## config.mk

```make
export PLATFORM = sky130hd
export DESIGN_NAME = ram_b_ctrl
export DESIGN_NICKNAME = d
export VERILOG_FILES = /design/src/rtl/ram_b_pkg.sv /design/src/rtl/ram_b_lane.sv /design/src/rtl/ram_b_ctrl.sv
export SDC_FILE = /design/constraint.sdc
export NUM_CORES = 1
export LEC_CHECK = 0
export CAP_MARGIN = 10
export CORE_MARGIN = 2
export CORE_UTILIZATION = 40
export CTS_CLUSTER_DIAMETER = 100
export DETAILED_ROUTE_END_ITERATION = 6
export PLACE_DENSITY = 0.75
export SYNTH_ARGS = -nofsm -noshare
export SYNTH_HDL_FRONTEND = slang
export SYNTH_SLANG_ARGS = --single-unit
```

## constraint.sdc

```tcl
create_clock -name clk -period 3.15 [get_ports clk]
set_input_delay 0.315 -clock clk [delete_from_list [all_inputs] [get_ports clk]]
set_output_delay 0.315 -clock clk [all_outputs]
set_load 0.005 [all_outputs]
```

## src/rtl/ram_b_pkg.sv

```systemverilog
// Shared types for the byte-enable RAM access controller: size codes and FSM states.
package ram_b_pkg;

  localparam int unsigned DATA_W = 32;

  typedef enum logic [1:0] {
    SZ_B = 2'b00,
    SZ_H = 2'b01,
    SZ_W = 2'b10,
    SZ_X = 2'b11
  } size_e;

  typedef enum logic [1:0] {
    IDLE  = 2'b00,
    ISSUE = 2'b01,
    RDATA = 2'b10,
    RESP  = 2'b11
  } state_e;

endpackage

```

## src/rtl/ram_b_lane.sv

```systemverilog
// Combinational lane logic: store byte enables / replicated data, load extract and extend.
module ram_b_lane
  import ram_b_pkg::*;
(
  input  size_e              size,
  input  logic [1:0]         k,
  input  logic               is_unsigned,
  input  logic [DATA_W-1:0]  wdata,
  input  logic [DATA_W-1:0]  dout,
  output logic [3:0]         we_c,
  output logic [DATA_W-1:0]  din_c,
  output logic [DATA_W-1:0]  rdata_c
);

  logic [7:0]  byte_c;
  logic [15:0] half_c;

  always_comb begin
    we_c    = 4'b0000;
    din_c   = '0;
    rdata_c = '0;
    byte_c  = 8'(dout >> {k, 3'b000});
    half_c  = k[1] ? dout[31:16] : dout[15:0];
    case (size)
      SZ_B: begin
        we_c    = 4'b0001 << k;
        din_c   = {4{wdata[7:0]}};
        rdata_c = is_unsigned ? {24'h000000, byte_c} : {{24{byte_c[7]}}, byte_c};
      end
      SZ_H: begin
        we_c    = k[1] ? 4'b1100 : 4'b0011;
        din_c   = {2{wdata[15:0]}};
        rdata_c = is_unsigned ? {16'h0000, half_c} : {{16{half_c[15]}}, half_c};
      end
      SZ_W: begin
        we_c    = 4'b1111;
        din_c   = wdata;
        rdata_c = dout;
      end
      default: ;
    endcase
  end

endmodule

```

## src/rtl/ram_b_ctrl.sv

```systemverilog
// LSU-side controller for a 1-cycle-latency byte-enable word RAM.
// Build option: MISALIGN_TRAP_EN turns misaligned half/word accesses into error responses.
module ram_b_ctrl
  import ram_b_pkg::*;
#(
  parameter int unsigned ADDR_WIDTH = 9,
  parameter int unsigned MEM_SIZE   = 1 << ADDR_WIDTH
) (
  input  logic                  clk,
  input  logic                  rst_n,
  input  logic                  req_valid,
  output logic                  req_ready,
  input  logic                  req_we,
  input  logic [1:0]            req_size,
  input  logic                  req_unsigned,
  input  logic [31:0]           req_addr,
  input  logic [31:0]           req_wdata,
  output logic                  rsp_valid,
  input  logic                  rsp_ready,
  output logic [31:0]           rsp_rdata,
  output logic                  rsp_err,
  output logic [ADDR_WIDTH-1:0] mem_addr,
  output logic [31:0]           mem_din,
  output logic [3:0]            mem_we,
  input  logic [31:0]           mem_dout
);

  localparam logic [31:0] BYTE_SPAN = 32'(MEM_SIZE * 4);

  state_e     state;
  size_e      size_q;
  logic [1:0] k_q;
  logic       uns_q;
  logic       we_q;

  size_e       size_c;
  logic [1:0]  k_c;
  logic        mis_c;
  logic        err_c;
  size_e       lane_size_c;
  logic [1:0]  lane_k_c;
  logic        lane_uns_c;
  logic [3:0]  lane_we_c;
  logic [31:0] lane_din_c;
  logic [31:0] lane_rdata_c;

  assign req_ready = (state == IDLE);

  // Request classification and lane offset after alignment policy
  always_comb begin
    size_c = size_e'(req_size);
    k_c    = req_addr[1:0];
    mis_c  = 1'b0;
`ifdef MISALIGN_TRAP_EN
    mis_c = ((size_c == SZ_H) && req_addr[0]) || ((size_c == SZ_W) && (req_addr[1:0] != 2'b00));
`else
    if (size_c == SZ_H) k_c[0] = 1'b0;
    if (size_c == SZ_W) k_c    = 2'b00;
`endif
    err_c = (size_c == SZ_X) || (req_addr >= BYTE_SPAN) || mis_c;
  end

  // The lane block serves request-side store encoding in IDLE and load extraction later
  assign lane_size_c = (state == IDLE) ? size_c : size_q;
  assign lane_k_c    = (state == IDLE) ? k_c : k_q;
  assign lane_uns_c  = (state == IDLE) ? req_unsigned : uns_q;

  ram_b_lane u_lane (
    .size        (lane_size_c),
    .k           (lane_k_c),
    .is_unsigned (lane_uns_c),
    .wdata       (req_wdata),
    .dout        (mem_dout),
    .we_c        (lane_we_c),
    .din_c       (lane_din_c),
    .rdata_c     (lane_rdata_c)
  );

  always_ff @(posedge clk) begin
    if (!rst_n) begin
      state     <= IDLE;
      size_q    <= SZ_B;
      k_q       <= 2'b00;
      uns_q     <= 1'b0;
      we_q      <= 1'b0;
      rsp_valid <= 1'b0;
      rsp_err   <= 1'b0;
      rsp_rdata <= '0;
      mem_addr  <= '0;
      mem_din   <= '0;
      mem_we    <= 4'b0000;
    end else begin
      case (state)
        IDLE: begin
          if (req_valid) begin
            if (err_c) begin
              state     <= RESP;
              rsp_valid <= 1'b1;
              rsp_err   <= 1'b1;
              rsp_rdata <= '0;
            end else begin
              state    <= ISSUE;
              mem_addr <= req_addr[ADDR_WIDTH+1:2];
              size_q   <= size_c;
              k_q      <= k_c;
              uns_q    <= req_unsigned;
              we_q     <= req_we;
              if (req_we) begin
                mem_we  <= lane_we_c;
                mem_din <= lane_din_c;
              end
            end
          end
        end
        ISSUE: begin
          mem_we <= 4'b0000;
          if (we_q) begin
            state     <= RESP;
            rsp_valid <= 1'b1;
            rsp_err   <= 1'b0;
            rsp_rdata <= '0;
          end else begin
            state <= RDATA;
          end
        end
        RDATA: begin
          state     <= RESP;
          rsp_valid <= 1'b1;
          rsp_err   <= 1'b0;
          rsp_rdata <= lane_rdata_c;
        end
        RESP: begin
          if (rsp_ready) begin
            state     <= IDLE;
            rsp_valid <= 1'b0;
            rsp_err   <= 1'b0;
          end
        end
        default: state <= IDLE;
      endcase
    end
  end

endmodule
```

==> results of run 1 <==
-- stage by stage --
stage / total power (uW) / hold slack, ps / instance area [um^2] / cells / setup slack [ps]
6_report: 3467 / 454.8 / 6275 / 779 / 300.4
5_1_grt: 3657 / 484.6 / 6275 / 779 / 143.7
4_1_cts: 3469 / 458.9 / 6275 / 779 / 323.2
3_5_place_dp: 2638 / 444.6 / 6067 / 763 / 134.1
3_3_place_gp: 2610 / 437.4 / 6067 / 763 / 286.7
2_1_floorplan: 2142 / 427.3 / 4177 / 474 / 696.3
-- cells in the final DEF (no fill, tap or decap), types with 3 or more instances in the layout --
| cell type | count |
|---|---|
| a211o_1 | 9 |
| a211oi_1 | 10 |
| a21oi_1 | 43 |
| a221o_1 | 16 |
| a221oi_1 | 24 |
| a222oi_1 | 7 |
| a22o_1 | 9 |
| a22oi_1 | 9 |
| buf_4 | 12 |
| clkbuf_8 | 9 |
| clkdlybuf4s50_1 | 183 |
| dfxtp_1 | 87 |
| ha_1 | 6 |
| inv_1 | 5 |
| inv_6 | 4 |
| mux2i_1 | 16 |
| nand2_1 | 47 |
| nand3_1 | 20 |
| nor2_1 | 42 |
| nor2b_1 | 7 |
| nor3_1 | 23 |
| nor4_1 | 4 |
| o21ai_0 | 10 |
| or3_1 | 3 |
-- power breakdown --
group          switching [uW]  leakage (uW)  internal [uW]  total [uW]
Sequential               56.9      0.000702           1180        1230
Clock                     445      0.000103            384         829
Combinational             773       0.00150            630        1400
-- area by class of cell --
class                   instances  share of cell area, %
multi-input cells             338                  34.92
repair buffers                196                  30.95
flip-flops and latches         87                  27.76
well taps                     136                  2.712
clock buffers                   9                  1.974
clock inverters                 7                  1.336
inverters                       6                 0.3589
-- layer usage --
layer / vias to the layer above / share of wire [%] / track usage (%) / wire length, um
li1: 2111 / - / - / -
met1: 2076 / 42 / 30.28 / 5834
met3: 16 / 8.5 / 5.641 / 1180
met4: 0 / 1.4 / 7.143 / 194
met5: - / 0 / 0 / 0
met2: 212 / 48 / 40.98 / 6613
-- worst max-delay path, cell delays in order, from the launching register on --
cell,delay (ps)
dfxtp_1,400
inv_1,120
ha_1,250
buf_4,200
a31oi_4,210
nand2_2,100
a2111o_1,360
nor2b_1,850
a221o_1,290
-- path summary, 6_finish.rpt --
check                                        startpoint                         end  slack [ps]
worst max register to register    state[0]$_SDFFE_PN0P_  rsp_rdata[30]$_SDFFE_PN0P_         300
worst min-delay path            mem_din[6]$_SDFFE_PN0P_     mem_din[6]$_SDFFE_PN0P_         450
worst max-delay path              state[0]$_SDFFE_PN0P_  rsp_rdata[30]$_SDFFE_PN0P_         300
worst min register to register  mem_din[6]$_SDFFE_PN0P_     mem_din[6]$_SDFFE_PN0P_         450
-- logic make-up (layout without fill, tap and decap cells) --
logic type | count (synthesis) | after routing | share of synthesized area, %
AOI/OAI and AO/OA | 151 | 151 | 27.35
xor gates and xnor gates | 2 | 2 | 0.4195
adders and majority gates | 6 | 6 | 1.797
buffers and inverters | 49 | 218 | 5.842
DFF | 87 | 87 | 41.70
muxes | 18 | 18 | 4.643
and+or+nand+nor | 161 | 161 | 18.24
-- state kept, by name, summed over array words and instances (netlist names), 2 cells and up --
register / flops
size_q: 2
mem_addr: 9
mem_we: 4
state: 2
k_q: 2
mem_din: 32
rsp_rdata: 32
==> flow_metrics.tcl, run 1 <==
set metrics [dict create \
    yosysUniqueCellTypes 51 \
    p_per_area_nw_per_um2 552.5 \
    hold_path_depth 2 \
    die_w_um 106.2 \
    postCtsSetupBuffers 0 \
    cts-hold-fix-buffers 0 \
    area_growth_pct 50.24 \
    core-area_um2 10230 \
    hpwlAfterDp_um 10340 \
    synth-seq-cells 87 \
    fin_nets 748 \
    synth_largest_area_cell "dfxtp_1" \
    multi_input_area_um2 2191 \
    port_buffers 183 \
    ys_dominant_reg_cell "dfxtp_1" \
    cts_buffers 9 \
    synth-edff-count 0 \
    clockBufferDepth 2 \
    worst_pin_slew_ps 1102 \
    required_ps 3440 \
    vias 4415 \
    p_leak_uw 0.002310 \
    grt_antenna_before_repair 0 \
    finalCriticalPeriod_ps 2850 \
    seq_area_um2 1742 \
    root_buffer "clkbuf_8" \
    insertion_delay_ps 350 \
    syn_area_per_cell_um2 8.811 \
    postSynthCellCount 474 \
    grt_pass1_vias 4252 \
    startpoint_type "register" \
    ys_top_cells_by_count "87 x dfxtp_1, 47 x nand2_1, 43 x a21oi_1" \
    grt_usage_pct 24.07 \
    synth_nets 584 \
    yosysWarningCount 0 \
    fin_skew_ps 10.47 \
    clock-sinks 87 \
    synthArstFlopShare_pct 0 \
    synth_area_leaders "dfxtp_1 42%, a21oi_1 5.2%, a221oi_1 5.0%" \
    setup_viol 0 \
    ios 184 \
    die_h_um 106.2 \
    drtPass1Iterations 5 \
    yosysSeqAreaShare_pct 41.70 \
    endpoint_kind "register" \
    synth_most_common_cell "dfxtp_1" \
    vias_per_cell 5.668 \
    gp_congestion 0.8266 \
    post-route-period-util_pct 90.46 \
    fillerInstances 873 \
    criticalPathCategory "register to register" \
    rows 37 \
    outcome "complete, no violations" \
    hold_path_class "register to register" \
    synth_area_um2 4177 \
    wl_per_cell_um 17.74 \
    cts_resized 0 \
    clkTransAtPathRegs_ps 100 \
    slew_viol_final 0 \
    drt_iter0_markers 270 \
    fmax_mhz 350.9 \
    worstPathMaxFanout 16 \
    r2r_cells 8 \
    grt_overflow 0 \
    dieArea_um2 11270 \
    max-slew-margin-rel_pct 26.39 \
    htree_levels 3 \
    start_util_pct 40.82 \
    fin_setup_tns_ps 0 \
    synth_top_area_share_pct 41.70 \
    drc 0 \
    drive_above_1_share_pct 5.910 \
    wirelength_um 13820 \
    ir_drop_uv 336.6 \
    diodes 0 \
    grt_pass1_wl_um 21670 \
    critPathArrivalTime_ps 3140 \
    hold_viol 0 \
    antenna_left 0 \
    drv_cap 0 \
    tritoncts "built" \
    grt_max_degree 59 \
    rsz0062_at_grt "no" \
    final_util_pct 61.33 \
]
No activity file was read; power rests on OpenSTA's default activity.
==> run 2: changes to the inputs <==
==> constraint.sdc (replaced) <==
create_clock -name clk -period 3.15 [get_ports clk]
set_input_delay 0.315 -clock clk [delete_from_list [all_inputs] [get_ports clk]]
set_output_delay 0.315 -clock clk [all_outputs]
set_load 0.1 [all_outputs]
==> run 2 against run 1 <==
Combinational power grew 37%. Die area is the same. Total power grew 15%. Sequential power is essentially flat. Setup slack gained 24 ps. First-iteration DRC count shrank 13%. Count of clock-buffer cells in the layout is the same. Maximum frequency grew 0.86%. Critical path depth is the same. Final cell count is the same. Routed wire length shrank 0.30%. Critical endpoint is now rsp_rdata[16]$_SDFFE_PN0P_. Highest routed layer unchanged.
==> flow_metrics.tcl, run 2 (synthesized netlist as in run 1, its figures left out) <==
set metrics [dict create \
    rsz0062_at_grt "no" \
    reg2reg_from "state[0]$_SDFFE_PN0P_" \
    criticalPathCategory "register to register" \
    min-delay-start "mem_din[0]$_SDFFE_PN0P_" \
    final_cell_mix "182 x clkdlybuf4s50_1, 87 x dfxtp_1, 47 x nand2_1" \
    post-route-period-util_pct 89.69 \
    crit_chain "inv_1 > ha_1 > buf_4 > a31oi_4 > nand2_2 > a2111o_1 > nor2b_1 > a221o_1" \
    critPathBufInv 2 \
    insertion_delay_ps 360 \
    max-slew-margin-rel_pct 28.25 \
    core-area_um2 10230 \
    cp_top_family "simple AND/OR/NAND/NOR gates" \
    seq_area_um2 1742 \
    hpwlAfterDp_um 10250 \
    root_buffer "clkbuf_8" \
    drc 0 \
    port_buffers 183 \
    clkTransAtPathRegs_ps 100 \
    endpoint_kind "register" \
    p_total_uw 3993 \
    start_util_pct 40.82 \
    hold_viol 0 \
    postCtsSetupBuffers 0 \
    drt_iter0_markers 234 \
    die_h_um 106.2 \
    fmax_mhz 353.9 \
    ir_drop_uv 472.7 \
    multi_input_area_um2 2191 \
    cts-hold-fix-buffers 0 \
    drv_cap 0 \
    wl_per_cell_um 17.69 \
    grt_antenna_before_repair 0 \
    required_ps 3460 \
    fin_setup_tns_ps 0 \
    layout_commonest_cell "clkdlybuf4s50_1" \
    fin_area_um2 6275 \
    setup_slack_ps 324.6 \
    cp_slowest_cell "nor2b_1" \
    grt_pass1_wl_um 21510 \
    fin_skew_ps 11.70 \
    fin_nets 748 \
    placed_area_um2 6065 \
    r2r_cells 8 \
    grt_max_degree 59 \
    area_growth_pct 50.24 \
    setup_viol 0 \
    cts_buffers 9 \
    fillerInstances 877 \
    min_to "mem_din[0]$_SDFFE_PN0P_" \
    grt_usage_pct 23.98 \
    dieArea_um2 11270 \
    ios 184 \
    drtPass1Iterations 5 \
    p_leak_uw 0.002312 \
    crit_start "state[0]$_SDFFE_PN0P_" \
    diodes 0 \
    max_stage_delay_ps 830 \
    clockBufferDepth 2 \
    finalCriticalPeriod_ps 2825 \
    grt_pass1_vias 4253 \
    antenna_left 0 \
    place_ws_ps 158.1 \
    reg2reg_slack_ps 320 \
    worst_pin_slew_ps 1074 \
    startpoint_type "register" \
    cts_resized 0 \
    slew_viol_final 0 \
    wirelength_um 13780 \
    grt_overflow 0 \
    hold_path_depth 2 \
    clock-sinks 87 \
    rows 37 \
    worstPathMaxFanout 16 \
    vias 4383 \
    tritoncts "built" \
    final_util_pct 61.33 \
    vias_per_cell 5.626 \
    drive_above_1_share_pct 6.065 \
    die_w_um 106.2 \
    htree_levels 3 \
    hold_path_class "register to register" \
    p_per_area_nw_per_um2 636.3 \
    worstReg2RegEnd "rsp_rdata[16]$_SDFFE_PN0P_" \
    outcome "complete, no violations" \
    gp_congestion 0.8279 \
    reg_top3 "mem_din (32), rsp_rdata (32), mem_addr (9)" \
    critPathArrivalTime_ps 3130 \
]
## run 2: changes by cell type in the layout (fill, tap and decap cells not counted), sizes merged
| cell | delta |
|---|---|
| buf | +1 |
| clkdlybuf4s50 | -1 |
## run 2: power by group
part / total (uW) / internal [uW] / switching [uW]
sequential: 1240 / 1180 / 57.5
combinational: 1920 / 626 / 1300
clock: 835 / 386 / 449
## run 2: worst max path at each step
stage | cells past startpoint | end | slack, ps
final | 8 | rsp_rdata[16]$_SDFFE_PN0P_ | 320
after global routing | 8 | rsp_rdata[25]$_SDFFE_PN0P_ | 90
after CTS | 8 | rsp_rdata[22]$_SDFFE_PN0P_ | 330
after detailed placement | 7 | rsp_rdata[31]$_SDFFE_PN0P_ | 160
after global placement | 7 | rsp_rdata[30]$_SDFFE_PN0P_ | 290
after floorplan | 12 | rsp_rdata[10]$_SDFFE_PN0P_ | 40
## run 2: final cells by class
class / count / area share [%]
Multi-Input combinational cell: 338 / 34.92
Timing Repair Buffer: 196 / 30.91
Sequential cell: 87 / 27.76
Tap cell: 136 / 2.712
Clock buffer: 9 / 1.974
Clock inverter: 7 / 1.376
Inverter: 6 / 0.3589
## run 2: worst register-to-register path, stage by stage (launching register included)
cell      delay (ps)
dfxtp_1          400
inv_1            120
ha_1             250
buf_4            190
a31oi_4          210
nand2_2           90
a2111o_1         370
nor2b_1          830
a221o_1          290
## run 2: through the flow
step                cells  hold slack [ps]
detailed placement    763            443.7
global placement      763            436.9
CTS                   779            457.7
floorplan             474            427.3
finish                779            455.4
global route          779            476.8
## run 2: layer usage
| layer | global-route usage [%] | share of wire [%] | routed length (um) | vias up |
|---|---|---|---|---|
| met5 | 0 | 0 | 0 | - |
| met4 | 7.801 | 2.3 | 319 | 0 |
| met3 | 6.683 | 9.3 | 1285 | 27 |
| met2 | 40.34 | 47 | 6516 | 210 |
| met1 | 29.61 | 41 | 5659 | 2036 |
| li1 | - | - | - | 2110 |
